## config.mk

```make
export PLATFORM = sky130hd
export DESIGN_NAME = booth_mul_seq
export DESIGN_NICKNAME = d
export VERILOG_FILES = /design/src/rtl/booth_mul_seq.sv
export SDC_FILE = /design/constraint.sdc
export NUM_CORES = 1
export LEC_CHECK = 0
export CORE_UTILIZATION = 53
export CTS_BUF_LIST = sky130_fd_sc_hd__clkbuf_16
export DETAILED_ROUTE_END_ITERATION = 8
export GPL_TIMING_DRIVEN = 0
export PLACE_DENSITY_LB_ADDON = 0.12
export SLEW_MARGIN = 15
export SYNTH_ARGS = -nofsm -noshare
export SYNTH_HDL_FRONTEND = slang
export SYNTH_SLANG_ARGS = --single-unit
```

## constraint.sdc

```tcl
create_clock -name clk -period 4 [get_ports clk]
set_input_delay 0.6 -clock clk [delete_from_list [all_inputs] [get_ports clk]]
set_output_delay 0.6 -clock clk [all_outputs]
set_load 0.1 [all_outputs]
```

## src/rtl/booth_mul_seq.sv

```systemverilog
// booth_mul_seq: iterative radix-4 Booth significand multiplier, one digit per cycle.
// Define BOOTH_MUL_SEQ_EARLY_TERM_EN to finish as soon as the remaining Booth digits are all zero.
module booth_mul_seq #(
   parameter  int DWIDTH = 11,
   localparam int NGRP   = (DWIDTH + 2) / 2
) (
   input  logic                  clk,
   input  logic                  rst_n,
   input  logic                  in_valid,
   output logic                  in_ready,
   input  logic [DWIDTH-1:0]     in_a,
   input  logic [DWIDTH-1:0]     in_b,
   input  logic                  flush,
   output logic                  busy,
   output logic                  out_valid,
   input  logic                  out_ready,
   output logic [2*DWIDTH-1:0]   out_p
);
   localparam int MW = 2 * NGRP + 1;
   localparam int AW = 2 * DWIDTH + 2;
   localparam int PW = DWIDTH + 2;
   localparam int CW = $clog2(NGRP) + 1;
   typedef enum logic [1:0] {IDLE, BUSY, DONE} state_t;
   state_t            state, state_nx;
   logic [DWIDTH-1:0] a_q;
   logic [MW-1:0]     m_q;
   logic [AW-1:0]     acc_q, acc_nx, pp_ext;
   logic [CW-1:0]     cnt_q;
   logic [2:0]        dig;
   logic              neg, one, two, last_dig, accept;
   logic [PW-1:0]     mag, pp;
   assign dig    = m_q[2:0];
   assign neg    = dig[2] & ~(dig[1] & dig[0]);
   assign one    = dig[1] ^ dig[0];
   assign two    = (dig == 3'b011) | (dig == 3'b100);
   assign mag    = two ? {1'b0, a_q, 1'b0} : one ? {2'b00, a_q} : '0;
   assign pp     = neg ? ~mag : mag;
   assign pp_ext = {{(AW-PW){pp[PW-1]}}, pp};
   // the sign bit doubles as carry-in, completing the two's complement of negative digits
   assign acc_nx = acc_q + (pp_ext << {cnt_q, 1'b0}) + ({{(AW-1){1'b0}}, neg} << {cnt_q, 1'b0});
`ifdef BOOTH_MUL_SEQ_EARLY_TERM_EN
   assign last_dig = (cnt_q == CW'(NGRP - 1)) | (m_q[MW-1:2] == '0);
`else
   assign last_dig = cnt_q == CW'(NGRP - 1);
`endif
   assign accept    = (state == IDLE) & in_valid & ~flush;
   assign in_ready  = state == IDLE;
   assign busy      = state == BUSY;
   assign out_valid = state == DONE;
   always_comb begin
      state_nx = state;
      if (flush) state_nx = IDLE;
      else if (state == IDLE && in_valid) state_nx = BUSY;
      else if (state == BUSY && last_dig) state_nx = DONE;
      else if (state == DONE && out_ready) state_nx = IDLE;
   end
   always_ff @(posedge clk or negedge rst_n) begin
      if (!rst_n) begin
         state <= IDLE;
         a_q   <= '0;
         m_q   <= '0;
         acc_q <= '0;
         cnt_q <= '0;
         out_p <= '0;
      end else begin
         state <= state_nx;
         if (accept) begin
            a_q   <= in_a;
            m_q   <= MW'({in_b, 1'b0});
            acc_q <= '0;
            cnt_q <= '0;
         end else if (state == BUSY && !flush) begin
            acc_q <= acc_nx;
            m_q   <= m_q >> 2;
            cnt_q <= cnt_q + CW'(1);
            if (last_dig) out_p <= acc_nx[2*DWIDTH-1:0];
         end
      end
   end
   // an unsigned product must leave the accumulator sign bits clear
   always_ff @(posedge clk) begin
      if (rst_n && state == BUSY && last_dig) assert (acc_nx[AW-1:2*DWIDTH] == '0);
   end
endmodule

```

==> flow_summary.yaml, run 1 <==
finish:
  fin_nets: 818
  n_antenna_cell: 0
  area_growth_pct: 36.9
  drive_gt1_share_pct: 25.4
  utilization_pct: 76.1
outcome:
  violations: "negative setup slack"
  outcome: "finished, violations left"
sta:
  fmax_mhz: 211
  layout_setup_ws_ns: -0.736
  clock_skew_ns: 0.0104
  hold_viol_final: 0
  relSlewSlack_pct: 29.8
  slew_violations: 0
  period_minus_slack_ns: 4.74
  rsz0062_at_grt: "yes"
  worstMarginPinSlew_ns: 1.05
  hold_ws_ns: 0.188
  period_share_pct: 118
  setup_viol: 28
setup_path:
  crit_required_ns: 4.28
  cp.arrival_ns: 5.01
  reg2reg_slack_ns: -0.74
  path_buf_inv: 5
  endpoint_kind: "register"
  path_max_fanout: 6
  crit_type: "reg -> reg"
  cpLargestDelayFamily: "simple AND/OR/NAND/NOR gates"
  max_stage_delay_ns: 0.54
  crit_chain: "inv_4, ha_4, buf_6, buf_8, buf_6, nand2_4, nor2_2, a21oi_1, o221a_2, mux2i_2, mux2i_2, o21ai_2, nand2_2, fa_1, inv_2, ha_4, and3_4, and4_4, nand3_4, a21boi_4, o21ai_2, and2_4, or4_1, nand3_1"
  reg2reg_from: "m_q[1]$_DFFE_PN0P_"
  r2r-end: "out_p[19]$_DFFE_PN0P_"
  rr_worst_depth: 24
  worst_setup_path_start_kind: "register"
  crit_slowest_cell: "fa_1"
logic_synthesis:
  synth_most_common_cell: "nand2_1"
  yosys_warnings: 0
  synth.avg_cell_area_um2: 8.53
  synth_ff_type: "dfrtp_1"
  ys_seq_area_share_pct: 33.2
  synth_cell_type_count: 58
  yosys.area_share.adder_pct: 12.5
  synth_edf_count: 0
  syn-instance-count: 646
  async_flop_share_pct: 100
  yosys.area_share.simple_pct: 17.6
  synth-xor-area-share_pct: 3.29
  synth_mux_area_share_pct: 6.27
  synth_top_family_by_area: "compound AO/OA/AOI/OAI gates"
  ys_ff_latch: 73
  synthTopCellsByCount: "nand2_1 (132), dfrtp_1 (73), nor2_1 (40), o21ai_0 (39)"
  yosys.area.top_type_share_pct: 33.2
  synth_area_leader_cell: "dfrtp_1"
  synth_nets: 721
  synth_area_leaders: "dfrtp_1 (33%), nand2_1 (9.0%), ha_1 (8.2%)"
  syn-cell-area_um2: 5510
  synth_compound_area_share_pct: 21.5
pwr:
  p_per_area_nw_per_um2: 924
  vdd_drop_max_uv: 672
  p_leak_nw: 3.40
placement:
  pre_cts_slack_ns: -0.899
  gp_congestion: 0.928
  port-buffer-count: 51
  hpwl_um: 11800
routing:
  viasPerCell: 6.25
  ant_nets: 0
  vias: 5507
  wl_per_cell_um: 20.5
  drtIter0Drc: 448
  detail_route.first_pass.iterations: 5
  wirelength_um: 18100
  drc: 0
clocking:
  cts_root_buf: "clkbuf_16"
  cts_inserted_buffers: 9
  h-tree-depth: 3
  hold_buffers: 0
  cts_max_path_buffers: 2
  cts_tree: "done"
  cts_sinks: 73
  clk-insertion-delay-late_ns: 0.35
  clk_pin_slew_ns: 0.06
job:
  drv_cap: 0
floorplan:
  start_util_pct: 55.6
  core-area_um2: 9910
  dieArea_um2: 10800
  die_w_um: 104
  rows: 36
  die_h_um: 104
  ios: 52
global_route:
  grt_pass1_wl_um: 28100
  grtUsageTotal_pct: 33.3
  grt_pass1_vias: 5432
  antenna_found_initial: 0
  grt-ovfl-total: 0
  grt_start_max_net_pins: 44
min_path:
  hold_path.class: "in -> async"
[layout by cell type (no fill, tap or decap), drive strengths merged, types with 4 or more instances in the layout]
| master | Yosys | layout |
|---|---|---|
| a211o | 5 | 5 |
| a211oi | 16 | 16 |
| a21o | 7 | 7 |
| a21oi | 37 | 37 |
| a22o | 15 | 15 |
| a22oi | 9 | 9 |
| a31oi | 7 | 7 |
| and2 | 4 | 4 |
| and3 | 5 | 5 |
| buf | 11 | 50 |
| clkbuf | 24 | 30 |
| clkdlybuf4s50 | 0 | 50 |
| clkinv | 3 | 6 |
| dfrtp | 73 | 73 |
| fa | 12 | 12 |
| ha | 36 | 36 |
| inv | 37 | 39 |
| mux2 | 18 | 18 |
| mux2i | 12 | 12 |
| nand2 | 132 | 132 |
| nand3 | 10 | 10 |
| nand3b | 7 | 7 |
| nand4 | 7 | 7 |
| nor2 | 40 | 40 |
| o211a | 4 | 4 |
| o211ai | 4 | 4 |
| o21ai | 41 | 41 |
| o22ai | 7 | 7 |
| o2bb2ai | 4 | 4 |
| o31ai | 4 | 4 |
| xnor2 | 14 | 14 |
| xor2 | 4 | 4 |
[through the flow]
stage          setup TNS (ns)  cell area [µm²]  power (mW)  instances
4_1_cts                 -9.72             7150        6.25        870
5_1_grt                -17.39             7540        7.37        881
3_5_place_dp           -17.88             6340        4.82        831
6_report               -13.44             7540        6.97        881
2_1_floorplan          -0.495             5640        3.95        646
3_3_place_gp           -33.61             6320        4.73        830
[registers in the layout, summed over array words and instances, names as in the netlist]
signal and count:
out_p 22, cnt_q 4, a_q 11, state 2, acc_q 22, m_q 12
[timing repair]
| action | 4_1_cts | 5_1_grt |
|---|---|---|
| buffers inserted | 24 | 13 |
| resized for setup | 77 | 67 |
| pin swaps | 34 | 46 |
| setup endpoints to repair | 32 | 30 |
[cell type report]
class | count | area [µm²]
repair buffers | 88 | 847
plain buffers | 33 | 191
inverters | 40 | 155
clock buffers | 9 | 225
clock inverters | 7 | 71.3
multi-input cells | 498 | 4060
fillers | 738 | 2370
flip-flops and latches | 73 | 1830
well taps | 133 | 166
[how the worst max path moves through the flow]
stage                  startpoint                    end  slack (ns)  cells after the start
3_3_place_gp   m_q[1]$_DFFE_PN0P_  acc_q[20]$_DFFE_PN0P_       -0.82                     19
5_1_grt        m_q[1]$_DFFE_PN0P_  out_p[19]$_DFFE_PN0P_       -0.85                     24
2_1_floorplan  m_q[1]$_DFFE_PN0P_  out_p[21]$_DFFE_PN0P_        -0.1                     22
3_5_place_dp   m_q[1]$_DFFE_PN0P_  acc_q[20]$_DFFE_PN0P_       -0.90                     19
4_1_cts        m_q[1]$_DFFE_PN0P_  out_p[21]$_DFFE_PN0P_       -0.59                     22
6_report       m_q[1]$_DFFE_PN0P_  out_p[19]$_DFFE_PN0P_       -0.74                     24
[where the power goes]
part           internal, mW  switching (mW)  leakage (nW)
logic                  2.01            2.99          2.30
registers             0.962           0.187         0.950
clock network         0.483           0.340         0.145
[logic make-up after synthesis]
logic type | Yosys count
buffers and inverters | 75
AND/OR/NAND/NOR | 223
XOR/XNOR | 19
AO/OA/AOI/OAI | 177
adder cells (fa/ha/maj) | 48
flip-flops | 73
multiplexers | 31
[routing by layer]
metal | GRT usage, % | share of wire [%] | vias up
met3 | 6.64 | 8.2 | 62
met5 | 0 | 0 | -
met2 | 52.9 | 48 | 273
met1 | 44.9 | 41 | 2682
li1 | - | - | 2490
met4 | 12.4 | 3.3 | 0
Note: power is estimated with default switching activity, not from simulation.
==> run 2: changes to the inputs <==
--- a/config.mk
+++ b/config.mk
@@ -5,11 +5,12 @@
 export SDC_FILE = /design/constraint.sdc
 export NUM_CORES = 1
 export LEC_CHECK = 0
-export CORE_UTILIZATION = 53
+export CORE_UTILIZATION = 59
 export CTS_BUF_LIST = sky130_fd_sc_hd__clkbuf_16
 export DETAILED_ROUTE_END_ITERATION = 8
 export GPL_TIMING_DRIVEN = 0
 export PLACE_DENSITY_LB_ADDON = 0.12
+export REMOVE_ABC_BUFFERS = 1
 export SLEW_MARGIN = 15
 export SYNTH_ARGS = -nofsm -noshare
 export SYNTH_HDL_FRONTEND = slang
==> constraint.sdc (replaced) <==
create_clock -name clk -period 4.6 [get_ports clk]
set_input_delay 0.69 -clock clk [delete_from_list [all_inputs] [get_ports clk]]
set_output_delay 0.69 -clock clk [all_outputs]
set_load 0.1 [all_outputs]
==> flow_summary.yaml, run 2 (synthesized netlist as in run 1, its figures left out) <==
floorplan:
  die_w_um: 98.6
  rows: 34
  core-area_um2: 8890
  ios: 52
  dieArea_um2: 9730
  start_util_pct: 62.0
  die_h_um: 98.6
finish:
  stdcell_area_um2: 7070
  reg_top3: "acc_q (22), out_p (22), m_q (12)"
  fillers: 615
  final_common_cell: "nand2_1"
  drive_gt1_share_pct: 21.4
  layout_common_cells: "nand2_1 (130), dfrtp_1 (71), clkdlybuf4s50_1 (50), nor2_1 (35), inv_1 (33)"
  n_antenna_cell: 0
  fin_nets: 775
  utilization_pct: 79.5
  area_growth_pct: 28.2
clocking:
  h-tree-depth: 3
  cts_inserted_buffers: 9
  cts_sinks: 73
  cts_max_path_buffers: 2
  hold_buffers: 0
  cts_root_buf: "clkbuf_16"
  clk-insertion-delay-late_ns: 0.33
  cts_tree: "done"
  clk_pin_slew_ns: 0.06
global_route:
  grt_pass1_vias: 4935
  grtUsageTotal_pct: 31.5
  grt_start_max_net_pins: 39
  antenna_found_initial: 0
  grt-ovfl-total: 0
  grt_pass1_wl_um: 24300
pwr:
  switching_share_pct: 49.2
  p_per_area_nw_per_um2: 769
  pwr-share-clk_pct: 14.6
  p_int_mw: 2.76
  vdd_drop_max_uv: 512
  p_comb_share_pct: 66.6
  seqPwrFrac_pct: 18.8
  power_mw: 5.43
  p_leak_nw: 3.22
  switching_power_mw: 2.67
sta:
  clock_skew_ns: 0.00739
  setup_viol: 0
  relSlewSlack_pct: 34.3
  worstMarginPinSlew_ns: 0.983
  hold_viol_final: 0
  hold_ws_ns: 0.322
  layout_setup_ws_ns: 0.0479
  slew_violations: 0
  fmax_mhz: 220
  period_share_pct: 99.0
  period_minus_slack_ns: 4.55
  rsz0062_at_grt: "yes"
min_path:
  hold_path.class: "in -> async"
placement:
  hpwl_um: 10000
  gp_congestion: 0.893
  port-buffer-count: 51
  pre_cts_slack_ns: -0.982
  place_area_um2: 6100
setup_path:
  path_max_fanout: 8
  endpoint: "out_p[21]$_DFFE_PN0P_"
  crit_start: "m_q[0]$_DFFE_PN0P_"
  worst_setup_path_start_kind: "register"
  rr_worst_depth: 22
  crit_type: "reg -> reg"
  crit_required_ns: 4.84
  endpoint_kind: "register"
  reg2reg_from: "m_q[0]$_DFFE_PN0P_"
  cp.arrival_ns: 4.80
  reg2reg_slack_ns: 0.05
  r2r-end: "out_p[21]$_DFFE_PN0P_"
routing:
  top_layer: "met4"
  detail_route.first_pass.iterations: 5
  met2_length_um: 7430
  vias: 5117
  wl_per_cell_um: 18.8
  ant_nets: 0
  wl_met1_um: 6590
  drc: 0
  wl_met3_um: 953
  viasPerCell: 6.30
  drtIter0Drc: 382
  wirelength_um: 15300
outcome:
  outcome: "complete, no violations"
job:
  drv_cap: 0
==> run 2: cell types whose count changed in the layout (fill, tap and decap cells not counted), sizes merged <==
| cell | delta |
|---|---|
| buf | -23 |
| clkbuf | -20 |
| bufinv | +2 |
| inv | -2 |
| clkinvlp | -1 |
==> run 2: worst min path at each step <==
stage                     slack [ns]                    end  cells past startpoint             startpoint
after detailed placement        0.46  out_p[20]$_DFFE_PN0P_                      2  out_p[20]$_DFFE_PN0P_
after global placement          0.46   out_p[8]$_DFFE_PN0P_                      2   out_p[8]$_DFFE_PN0P_
final                           0.32     a_q[7]$_DFFE_PN0P_                      1                  rst_n
after floorplan                 0.39     a_q[0]$_DFFE_PN0P_                      0                  rst_n
after CTS                       0.34     a_q[6]$_DFFE_PN0P_                      1                  rst_n
after global routing            0.35     a_q[6]$_DFFE_PN0P_                      1                  rst_n
==> run 2: metrics by stage <==
step | setup TNS (ns) | std cells
global route | -0.751 | 812
CTS | 0 | 800
finish | 0 | 812
floorplan | -0.0125 | 611
global placement | -69.05 | 770
detailed placement | -17.51 | 775
==> run 2: worst max-delay path, cell delays in order (launching register included) <==
cell and delay (ns):
dfrtp_1 0.41, inv_2 0.09, ha_4 0.36, buf_6 0.15
nand2_2 0.08, o21ai_2 0.17, o2bb2ai_2 0.08, a21oi_2 0.20
mux2i_1 0.16, mux2_4 0.29, o211ai_1 0.25, fa_1 0.48
inv_2 0.08, ha_4 0.21, a211oi_2 0.18, o211ai_1 0.11
buf_4 0.17, nand3_4 0.11, nand2_4 0.07, a31oi_4 0.20
xnor3_2 0.34, xnor2_2 0.16, o21ai_1 0.12
==> run 2: power groups by stage <==
stage / sequential, mW / combinational (mW) / clock, mW
2_1_floorplan: 1.46 / 1.77 / 0
3_3_place_gp: 1.00 / 2.81 / 0
3_5_place_dp: 1.01 / 2.90 / 0
4_1_cts: 1.01 / 3.07 / 0.807
5_1_grt: 1.04 / 3.91 / 0.826
6_report: 1.02 / 3.62 / 0.795
==> run 2: repair_timing <==
item	4_1_cts	5_1_grt
endpoints found under the setup margin	31	17
cloned	0	1
setup buffers	10	11
pin swaps	8	37
gates resized for setup	37	78
==> run 2: final cells by class <==
type | count | area [µm²] | share of cell area [%]
Multi-Input combinational cell | 498 | 3830 | 54.3
Tap cell | 108 | 135 | 1.91
Sequential cell | 73 | 1830 | 25.9
Clock inverter | 6 | 108 | 1.52
Inverter | 40 | 151 | 2.14
Timing Repair Buffer | 78 | 783 | 11.1
Clock buffer | 9 | 225 | 3.19
==> run 2: metal layers <==
metal,up-vias,track usage (%)
met5,-,0
met4,0,9.07
met3,36,3.76
met2,218,53.4
met1,2463,42.8
li1,2400,-
==> run 3: changes to the inputs <==
--- a/config.mk
+++ b/config.mk
@@ -5,6 +5,7 @@
 export SDC_FILE = /design/constraint.sdc
 export NUM_CORES = 1
 export LEC_CHECK = 0
+export CORE_MARGIN = 10
 export CORE_UTILIZATION = 59
 export CTS_BUF_LIST = sky130_fd_sc_hd__clkbuf_16
 export DETAILED_ROUTE_END_ITERATION = 8
==> flow_summary.yaml, run 3 (synthesized netlist as in run 1, its figures left out) <==
setup_path:
  reg2reg_from: "m_q[1]$_DFFE_PN0P_"
  crit_required_ns: 4.87
  crit_type: "reg -> reg"
  r2r-end: "out_p[19]$_DFFE_PN0P_"
  rr_worst_depth: 22
  worst_setup_path_start_kind: "register"
  endpoint_kind: "register"
  reg2reg_slack_ns: 0.06
  cp.arrival_ns: 4.81
  path_max_fanout: 8
routing:
  viasPerCell: 6.27
  wirelength_um: 15700
  detail_route.first_pass.iterations: 5
  wl_per_cell_um: 19.0
  drc: 0
  drtIter0Drc: 446
  ant_nets: 0
  vias: 5182
floorplan:
  dieArea_um2: 13600
  die_h_um: 117
  core-area_um2: 9150
  start_util_pct: 60.2
  die_w_um: 117
  rows: 35
  ios: 52
clocking:
  cts_root_buf: "clkbuf_16"
  hold_buffers: 0
  cts_inserted_buffers: 9
  h-tree-depth: 3
  cts_tree: "done"
  cts_max_path_buffers: 2
  clk_pin_slew_ns: 0.07
  clk-insertion-delay-late_ns: 0.34
  cts_sinks: 73
sta:
  relSlewSlack_pct: 33.2
  hold_ws_ns: 0.298
  fmax_mhz: 220
  slew_violations: 0
  period_share_pct: 98.7
  hold_viol_final: 0
  rsz0062_at_grt: "yes"
  setup_viol: 0
  period_minus_slack_ns: 4.54
  worstMarginPinSlew_ns: 0.999
  clock_skew_ns: 0.0115
finish:
  final_common_cell: "nand2_1"
  drive_gt1_share_pct: 21.8
  stdcell_area_um2: 7110
  n_antenna_cell: 0
  utilization_pct: 77.7
  fin_nets: 785
  layout_common_cells: "nand2_1 (131), dfrtp_1 (72), clkdlybuf4s50_1 (50), nor2_1 (35), inv_1 (34)"
  fillers: 651
  area_growth_pct: 29.0
  reg_top3: "acc_q (22), out_p (22), m_q (12)"
placement:
  hpwl_um: 10400
  place_area_um2: 6100
  gp_congestion: 0.946
  port-buffer-count: 51
global_route:
  grtUsageTotal_pct: 23.1
  grt_pass1_vias: 5047
  grt_pass1_wl_um: 25200
  grt_start_max_net_pins: 40
  antenna_found_initial: 0
  grt-ovfl-total: 0
pwr:
  p_per_area_nw_per_um2: 750
  p_leak_nw: 3.24
  power_mw: 5.33
  vdd_drop_max_uv: 513
job:
  drv_cap: 0
min_path:
  hold_path.class: "in -> async"
outcome:
  outcome: "complete, no violations"
run 3: how the worst max path moves through the flow:
stage | startpoint | depth (start not counted) | endpoint
after floorplan | m_q[0]$_DFFE_PN0P_ | 18 | out_p[21]$_DFFE_PN0P_
after global placement | flush | 5 | acc_q[21]$_DFFE_PN0P_
after detailed placement | m_q[0]$_DFFE_PN0P_ | 18 | out_p[20]$_DFFE_PN0P_
after CTS | m_q[1]$_DFFE_PN0P_ | 20 | out_p[21]$_DFFE_PN0P_
after global routing | m_q[1]$_DFFE_PN0P_ | 22 | out_p[19]$_DFFE_PN0P_
final | m_q[1]$_DFFE_PN0P_ | 22 | out_p[19]$_DFFE_PN0P_
run 3: where the power goes:
| part | internal (mW) | switching, mW | leakage [nW] | total [mW] |
|---|---|---|---|---|
| Clock | 0.369 | 0.305 | 0.134 | 0.674 |
| Combinational | 1.44 | 2.20 | 2.15 | 3.64 |
| Sequential | 0.834 | 0.179 | 0.952 | 1.01 |
| Total | 2.65 | 2.69 | 3.24 | 5.33 |
run 3: area by class of cell:
| type | count | area [µm²] | area share (%) |
|---|---|---|---|
| multi-input combinational | 498 | 3840 | 54.0 |
| sequential | 73 | 1830 | 25.7 |
| timing repair buffer | 88 | 872 | 12.3 |
| clock buffer | 9 | 225 | 3.17 |
| inverter | 40 | 151 | 2.13 |
| tap | 111 | 139 | 1.95 |
| clock inverter | 7 | 53.8 | 0.757 |
run 3: layer usage:
layer | global-route usage [%] | up-vias | share of wire, %
li1 | - | 2417 | -
met1 | 30.8 | 2495 | 43
met2 | 37.7 | 229 | 48
met3 | 4.26 | 41 | 6.7
met4 | 6.43 | 0 | 2.1
met5 | 0 | - | 0
run 3: critical path, cell delays in order (launching register included):
cell and delay, ns:
dfrtp_1 0.39, inv_2 0.08, ha_4 0.35, buf_8 0.13, nand2_1 0.08, nor2_1 0.13, a21oi_1 0.05, o221a_2 0.32
o211ai_1 0.17, o21ai_1 0.13, a211o_1 0.30, fa_1 0.50, inv_1 0.07, ha_4 0.30, nand2_1 0.08, o21ai_2 0.16
a31oi_2 0.13, buf_4 0.16, a21boi_2 0.19, o21ai_2 0.09, and2_4 0.18, or4_1 0.39, nand3_1 0.09
run 3: stage by stage:
stage / std cells / setup slack (ns) / setup TNS, ns
2_1_floorplan: 611 / -0.0125 / -0.0125
3_3_place_gp: 773 / -2.21 / -70.15
3_5_place_dp: 778 / -1.09 / -19.34
4_1_cts: 804 / 0.000895 / 0
5_1_grt: 826 / -0.114 / -0.482
6_report: 826 / 0.0621 / 0
run 3: repair_timing:
item,4_1_cts,5_1_grt
pin swaps,8,31
endpoints found under the setup margin,32,19
resized for setup,49,54
cloned,0,1
setup buffers,10,21
